--- src/rtl/hub75_scan_ctrl.sv ---
// HUB75 scan engine for a 1/16-scan panel. It shifts the next row while the previously
// latched row is lit, then blanks, latches and advances the row address.
module hub75_scan_ctrl #(
  parameter int unsigned COLS         = 64,
  parameter int unsigned ROWS         = 16,
  parameter int unsigned ON_CYCLES    = 256,
  parameter int unsigned BLANK_CYCLES = 2
) (
  input  logic       clk,
  input  logic       rst,
  input  logic       en,
  output logic [6:0] col,
  output logic [3:0] row,
  input  logic       r0,
  input  logic       g0,
  input  logic       b0,
  input  logic       r1,
  input  logic       g1,
  input  logic       b1,
  output logic       p_r0,
  output logic       p_g0,
  output logic       p_b0,
  output logic       p_r1,
  output logic       p_g1,
  output logic       p_b1,
  output logic       p_clk,
  output logic       p_lat,
  output logic       p_oe_n,
  output logic [3:0] p_addr,
  output logic       busy,
  output logic       frame_done
);

  localparam int unsigned ON_W  = $clog2(ON_CYCLES + 1);
  localparam int unsigned BLK_W = (BLANK_CYCLES > 1) ? $clog2(BLANK_CYCLES) : 1;

  localparam logic [ON_W-1:0]  ON_MAX   = ON_W'(ON_CYCLES);
  localparam logic [BLK_W-1:0] BLK_LAST = BLK_W'(BLANK_CYCLES - 1);
  localparam logic [6:0]       COL_LAST = 7'(COLS - 1);
  localparam logic [3:0]       ROW_LAST = 4'(ROWS - 1);

  localparam logic [2:0] S_IDLE  = 3'd0;
  localparam logic [2:0] S_SHIFT = 3'd1;
  localparam logic [2:0] S_WAIT  = 3'd2;
  localparam logic [2:0] S_BLANK = 3'd3;
  localparam logic [2:0] S_LATCH = 3'd4;

  logic [2:0]       state_q, state_d;
  logic             ph_q, ph_d;
  logic             last_q, last_d;
  logic [6:0]       col_q, col_d;
  logic [3:0]       row_q, row_d;
  logic [ON_W-1:0]  on_cnt_q, on_cnt_d;
  logic             lit_q, lit_d;
  logic [BLK_W-1:0] blk_q, blk_d;
  logic [5:0]       data_q, data_d;
  logic             p_clk_q, p_clk_d;
  logic             p_lat_q, p_lat_d;
  logic             p_oe_n_q, p_oe_n_d;
  logic [3:0]       addr_q, addr_d;
  logic             fd_q, fd_d;

  always_comb begin
    state_d  = state_q;
    ph_d     = ph_q;
    last_d   = last_q;
    col_d    = col_q;
    row_d    = row_q;
    lit_d    = lit_q;
    blk_d    = blk_q;
    data_d   = data_q;
    p_clk_d  = 1'b0;
    p_lat_d  = 1'b0;
    addr_d   = addr_q;
    fd_d     = 1'b0;
    // Lighting timer restarts when a new row is latched and saturates at ON_MAX.
    if (state_q == S_LATCH) begin
      on_cnt_d = '0;
    end else if (on_cnt_q < ON_MAX) begin
      on_cnt_d = on_cnt_q + ON_W'(1);
    end else begin
      on_cnt_d = on_cnt_q;
    end

    case (state_q)
      S_IDLE: begin
        col_d = '0;
        ph_d  = 1'b0;
        if (en) state_d = S_SHIFT;
      end
      S_SHIFT: begin
        if (!ph_q) begin
          data_d = {r0, g0, b0, r1, g1, b1};
          col_d  = col_q + 7'd1;
          last_d = (col_q == COL_LAST);
          ph_d   = 1'b1;
        end else begin
          p_clk_d = 1'b1;
          ph_d    = 1'b0;
          if (last_q) begin
            col_d   = '0;
            state_d = S_WAIT;
          end
        end
      end
      S_WAIT: begin
        if (!lit_q || on_cnt_q >= ON_MAX) begin
          state_d = S_BLANK;
          blk_d   = '0;
        end
      end
      S_BLANK: begin
        if (blk_q == BLK_LAST) begin
          state_d = S_LATCH;
          p_lat_d = 1'b1;
        end else begin
          blk_d = blk_q + BLK_W'(1);
        end
      end
      S_LATCH: begin
        addr_d  = row_q;
        row_d   = (row_q == ROW_LAST) ? 4'd0 : row_q + 4'd1;
        fd_d    = (row_q == ROW_LAST);
        lit_d   = 1'b1;
        state_d = en ? S_SHIFT : S_IDLE;
      end
      default: state_d = S_IDLE;
    endcase

    // Output enable is decoded from next-state values so the pin is a plain register.
    p_oe_n_d = !(lit_d && (on_cnt_d < ON_MAX) && (state_d == S_SHIFT || state_d == S_WAIT));
  end

  always_ff @(posedge clk or posedge rst) begin
    if (rst) begin
      state_q  <= S_IDLE;
      ph_q     <= 1'b0;
      last_q   <= 1'b0;
      col_q    <= '0;
      row_q    <= '0;
      on_cnt_q <= '0;
      lit_q    <= 1'b0;
      blk_q    <= '0;
      data_q   <= '0;
      p_clk_q  <= 1'b0;
      p_lat_q  <= 1'b0;
      p_oe_n_q <= 1'b1;
      addr_q   <= '0;
      fd_q     <= 1'b0;
    end else begin
      state_q  <= state_d;
      ph_q     <= ph_d;
      last_q   <= last_d;
      col_q    <= col_d;
      row_q    <= row_d;
      on_cnt_q <= on_cnt_d;
      lit_q    <= lit_d;
      blk_q    <= blk_d;
      data_q   <= data_d;
      p_clk_q  <= p_clk_d;
      p_lat_q  <= p_lat_d;
      p_oe_n_q <= p_oe_n_d;
      addr_q   <= addr_d;
      fd_q     <= fd_d;
    end
  end

  assign col        = col_q;
  assign row        = row_q;
  assign {p_r0, p_g0, p_b0, p_r1, p_g1, p_b1} = data_q;
  assign p_clk      = p_clk_q;
  assign p_lat      = p_lat_q;
  assign p_oe_n     = p_oe_n_q;
  assign p_addr     = addr_q;
  assign busy       = (state_q != S_IDLE);
  assign frame_done = fd_q;

endmodule

--- config.mk ---
export PLATFORM = sky130hd
export DESIGN_NAME = hub75_scan_ctrl
export DESIGN_NICKNAME = d
export VERILOG_FILES = /design/src/rtl/hub75_scan_ctrl.sv
export SDC_FILE = /design/constraint.sdc
export NUM_CORES = 1
export LEC_CHECK = 0
export ABC_AREA = 0
export CAP_MARGIN = 20
export CORE_ASPECT_RATIO = 0.9
export CORE_MARGIN = 1.5
export CORE_UTILIZATION = 51
export DETAILED_ROUTE_END_ITERATION = 10
export PLACE_DENSITY = 0.87
export REMOVE_ABC_BUFFERS = 1
export SYNTH_ARGS = -nofsm -noshare
export SYNTH_HDL_FRONTEND = slang
export SYNTH_SLANG_ARGS = --single-unit
export TNS_END_PERCENT = 100
--- constraint.sdc ---
create_clock -name clk -period 2.2 [get_ports clk]
set_input_delay 0.44 -clock clk [delete_from_list [all_inputs] [get_ports clk]]
set_output_delay 0.44 -clock clk [all_outputs]
set_load 0.02 [all_outputs]
==> flow_metrics.env <==
export IMPL_area_occupied_by_multi_input_gates_um2=785
export IMPL_drive_above_1_share_pct=7.08
export IMPL_final_fill_count=248
export IMPL_fp_coreArea_um2=3430
export IMPL_final_setup_viol_count=0
export IMPL_maxSlewViolCount=0
export IMPL_number_of_top_level_pins=35
export IMPL_via_per_inst=5.42
export IMPL_clock_skew_ns=0.00221
export IMPL_avgSynthCellArea_um2=9.86
export IMPL_mux_cell_area_share_after_synthesis_pct=1.07
export IMPL_design_die_area_um2=4030
export IMPL_grt_busiest_layer="met2"
export IMPL_average_routed_wire_per_standard_cell_um=13.7
export IMPL_grt_overflow_total=0
export IMPL_postSynthCellCount=189
export IMPL_timing_critical_path_from_type="flop"
export IMPL_timing_reg2reg_setup_slack_ns=0.41
export IMPL_clk_insertion_delay_late_ns=0.29
export IMPL_clockRootBuffer="sky130_fd_sc_hd__clkbuf_8"
export IMPL_max_cap_viol_count=0
export IMPL_crit_path_max_incr_delay_ns=0.55
export IMPL_fraction_of_synthesized_cell_area_in_xor_and_xnor_cells_pct=2.82
export IMPL_vdd_ir_drop_worst_mv=0.471
export IMPL_synth_top_family_by_area="simple AND/OR/NAND/NOR gates"
export IMPL_holdBufCountCts=0
export IMPL_clock_sinks=41
export IMPL_total_number_of_h_tree_levels=2
export IMPL_synth_yosys_seq_area_share_pct=55.1
export IMPL_place_port_buffers=34
export IMPL_nets=237
export IMPL_yosys_area_share_adder_pct=2.01
export IMPL_yosys_most_used_dff="sky130_fd_sc_hd__dfrtp_1"
export IMPL_layout_commonest_cell="sky130_fd_sc_hd__nand2_1"
export IMPL_synth_async_sr_flop_share_pct=100
export IMPL_die_width_um=66.7
export IMPL_global_route_usage_total_pct=20.8
export IMPL_end_kind="output pin"
export IMPL_die_y_um=60.3
export IMPL_timing_setup_tns_ns=0
export IMPL_tritoncts="built"
export IMPL_placed_cells=262
export IMPL_hpwlAfterDp_um=2510
export IMPL_regArea_um2=1030
export IMPL_worst_slew_margin_rel_pct=67.2
export IMPL_syn_area_um2=1860
export IMPL_initial_utilization_pct=54.3
export IMPL_final_antenna_net_count=0
export IMPL_dr_pass1_iters=4
export IMPL_synth_compound_area_share_pct=10.7
export IMPL_fin_crit_sh_pct=98.0
export IMPL_grt_use_met1_pct=28.2
export IMPL_timing_final_crit_period_ns=2.16
export IMPL_criticalPathCategory="flop to output pin"
export IMPL_powerDensity_nw_per_um2=545
export IMPL_post_synth_and_or_nand_nor_area_fraction_pct=25.2
export IMPL_power_static_leakage_nw=1.03
export IMPL_arr_time_crit_path_ns=1.72
export IMPL_number_of_antenna_cells_inserted=0
export IMPL_global_route_usage_met3_pct=6.68
export IMPL_ordered_cell_list_for_the_critical_path="or3_1 > clkdlybuf4s50_1"
export IMPL_cts_made_buffers=5
export IMPL_syn_warnings=0
export IMPL_worstMarginPinSlew_ns=0.492
export IMPL_run_status="complete, no violations"
export IMPL_final_report_hold_violation_count=0
export IMPL_final_cell_count_no_fill=270
export IMPL_synth_seq_cells=41
export IMPL_hp_class="flop to flop"
export IMPL_gp_congestion=0.845
export IMPL_final_cell_mix="sky130_fd_sc_hd__nand2_1, sky130_fd_sc_hd__dfrtp_1, sky130_fd_sc_hd__clkdlybuf4s50_1"
export IMPL_cts_max_path_bufs=2
export IMPL_dr_total_vias=1464
export IMPL_synth_edf_count=0
export IMPL_critPathMaxFanout=11
export IMPL_grt_antenna_before_repair=0
export IMPL_fmaxAchievable_ghz=0.464
export IMPL_synth_cell_type_count=40
export IMPL_global_route_usage_met2_pct=31.9
export IMPL_grt_max_degree=42
export IMPL_row_count=20
export IMPL_required_time_at_the_endpoint_of_the_critical_path_ns=1.76
export IMPL_grt_first_pass_wirelength_um=6110
export IMPL_rsz0062_at_grt="no"
export IMPL_routed_wl_um=3710
export IMPL_detailedRoute_firstIterationViolations=120
export IMPL_post_cts_setup_buffer_count=0
export IMPL_first_global_vias=1330
export IMPL_cpMaxStageDelayCell="sky130_fd_sc_hd__clkdlybuf4s50_1"
export IMPL_cts_reportedPaths_clkPinSlew_ns=0.07
export IMPL_area_growth_pct=25.3
export IMPL_drc=0
-- sequential cells by signal (all words and copies together), names as in the netlist --
signal and cells:
ph_q 1, frame_done 1, p_addr 4, state_q 3, data_q 6, p_lat 1
blk_q 1, on_cnt_q 9, p_oe_n 1, row 4, last_q 1, col 7
p_clk 1, lit_q 1
-- metal layers --
layer | up-vias | part of all wire, %
li1 | 726 | -
met1 | 693 | 46
met2 | 37 | 47
met3 | 8 | 5.6
met4 | 0 | 1.8
met5 | - | 0
-- final timing paths --
kind,end,depth (start not counted),startpoint
min in group asynchronous,on_cnt_q[3],3,rst
setup reg to reg,col[5],3,state_q[2]
setup / recovery,busy,2,state_q[2]
max in group asynchronous,state_q[2],3,rst
hold / removal,data_q[0],2,data_q[0]
hold reg to reg,data_q[0],2,data_q[0]
-- per-stage QoR --
| stage | setup WS [ns] | power [mW] | cell area [µm²] | hold WS [ns] | utilization (%) |
|---|---|---|---|---|---|
| floorplan | 0.145 | 0.799 | 1820 | 0.441 | - |
| global placement | 0.347 | 0.830 | 2250 | 0.461 | 65.7 |
| detailed placement | 0.330 | 0.831 | 2250 | 0.465 | 65.7 |
| CTS | 0.00347 | 1.29 | 2330 | 0.479 | 68.0 |
| global route | 0.0159 | 1.32 | 2330 | 0.510 | 68.1 |
| finish | 0.0434 | 1.27 | 2330 | 0.471 | 68.1 |
-- critical path, delay by kind of cell, from the launching register on --
family / cells / cell delay (ns)
buffers and inverters: 1 / 0.55
flip-flops: 1 / 0.48
AND/OR/NAND/NOR: 1 / 0.40
-- cell families after synthesis --
group / after synthesis
fa+ha+maj: 3
buf+inv: 13
mux: 2
flops: 41
simple gates: 93
compound gates: 31
xor+xnor: 6
-- where the power goes --
part           total [mW]  leakage (nW)  internal (mW)  switching, mW
combinational      0.0531         0.476         0.0255         0.0275
sequential          0.762         0.513          0.759        0.00295
clock               0.457        0.0395          0.225          0.232
-- layout make-up --
type	instances	share of cell area [%]
Timing Repair Buffer	38	15.9
Sequential cell	41	44.1
Multi-Input combinational cell	135	33.6
Tap cell	44	2.36
Clock buffer	8	3.43
Inverter	4	0.643
-- synth_stat cells (2+ instances only) --
master                      n  area share (%)
sky130_fd_sc_hd__nand3_1    5             1.3
sky130_fd_sc_hd__nor2b_1    5             1.7
sky130_fd_sc_hd__o21ai_0   10             2.7
sky130_fd_sc_hd__o31ai_1    2            0.81
sky130_fd_sc_hd__and3_1     3             1.0
sky130_fd_sc_hd__nor2_1    10             2.0
sky130_fd_sc_hd__or3_1      4             1.3
sky130_fd_sc_hd__mux2i_1    2             1.1
sky130_fd_sc_hd__nand2b_1   4             1.3
sky130_fd_sc_hd__nor3b_1    3             1.2
sky130_fd_sc_hd__a31oi_1    3             1.0
sky130_fd_sc_hd__xor2_1     3             1.4
sky130_fd_sc_hd__nand4b_1   2            0.94
sky130_fd_sc_hd__a21oi_1    4             1.1
sky130_fd_sc_hd__ha_1       3             2.0
sky130_fd_sc_hd__nand2_1   46             9.3
sky130_fd_sc_hd__a211oi_1   2            0.81
sky130_fd_sc_hd__dfrtp_1   40              54
sky130_fd_sc_hd__inv_1      4            0.81
sky130_fd_sc_hd__clkbuf_1   7             1.4
sky130_fd_sc_hd__nand4_1    2            0.67
sky130_fd_sc_hd__xnor2_1    3             1.4
sky130_fd_sc_hd__a22o_1     3             1.4
sky130_fd_sc_hd__a21o_1     2            0.81
sky130_fd_sc_hd__or4_1      2            0.81
-- timing repair --
item                                   CTS  global route
resized for setup                        0             2
setup endpoints to repair                0             1
endpoints found under the hold margin    0             0
Power figures use the tool's default switching activity.
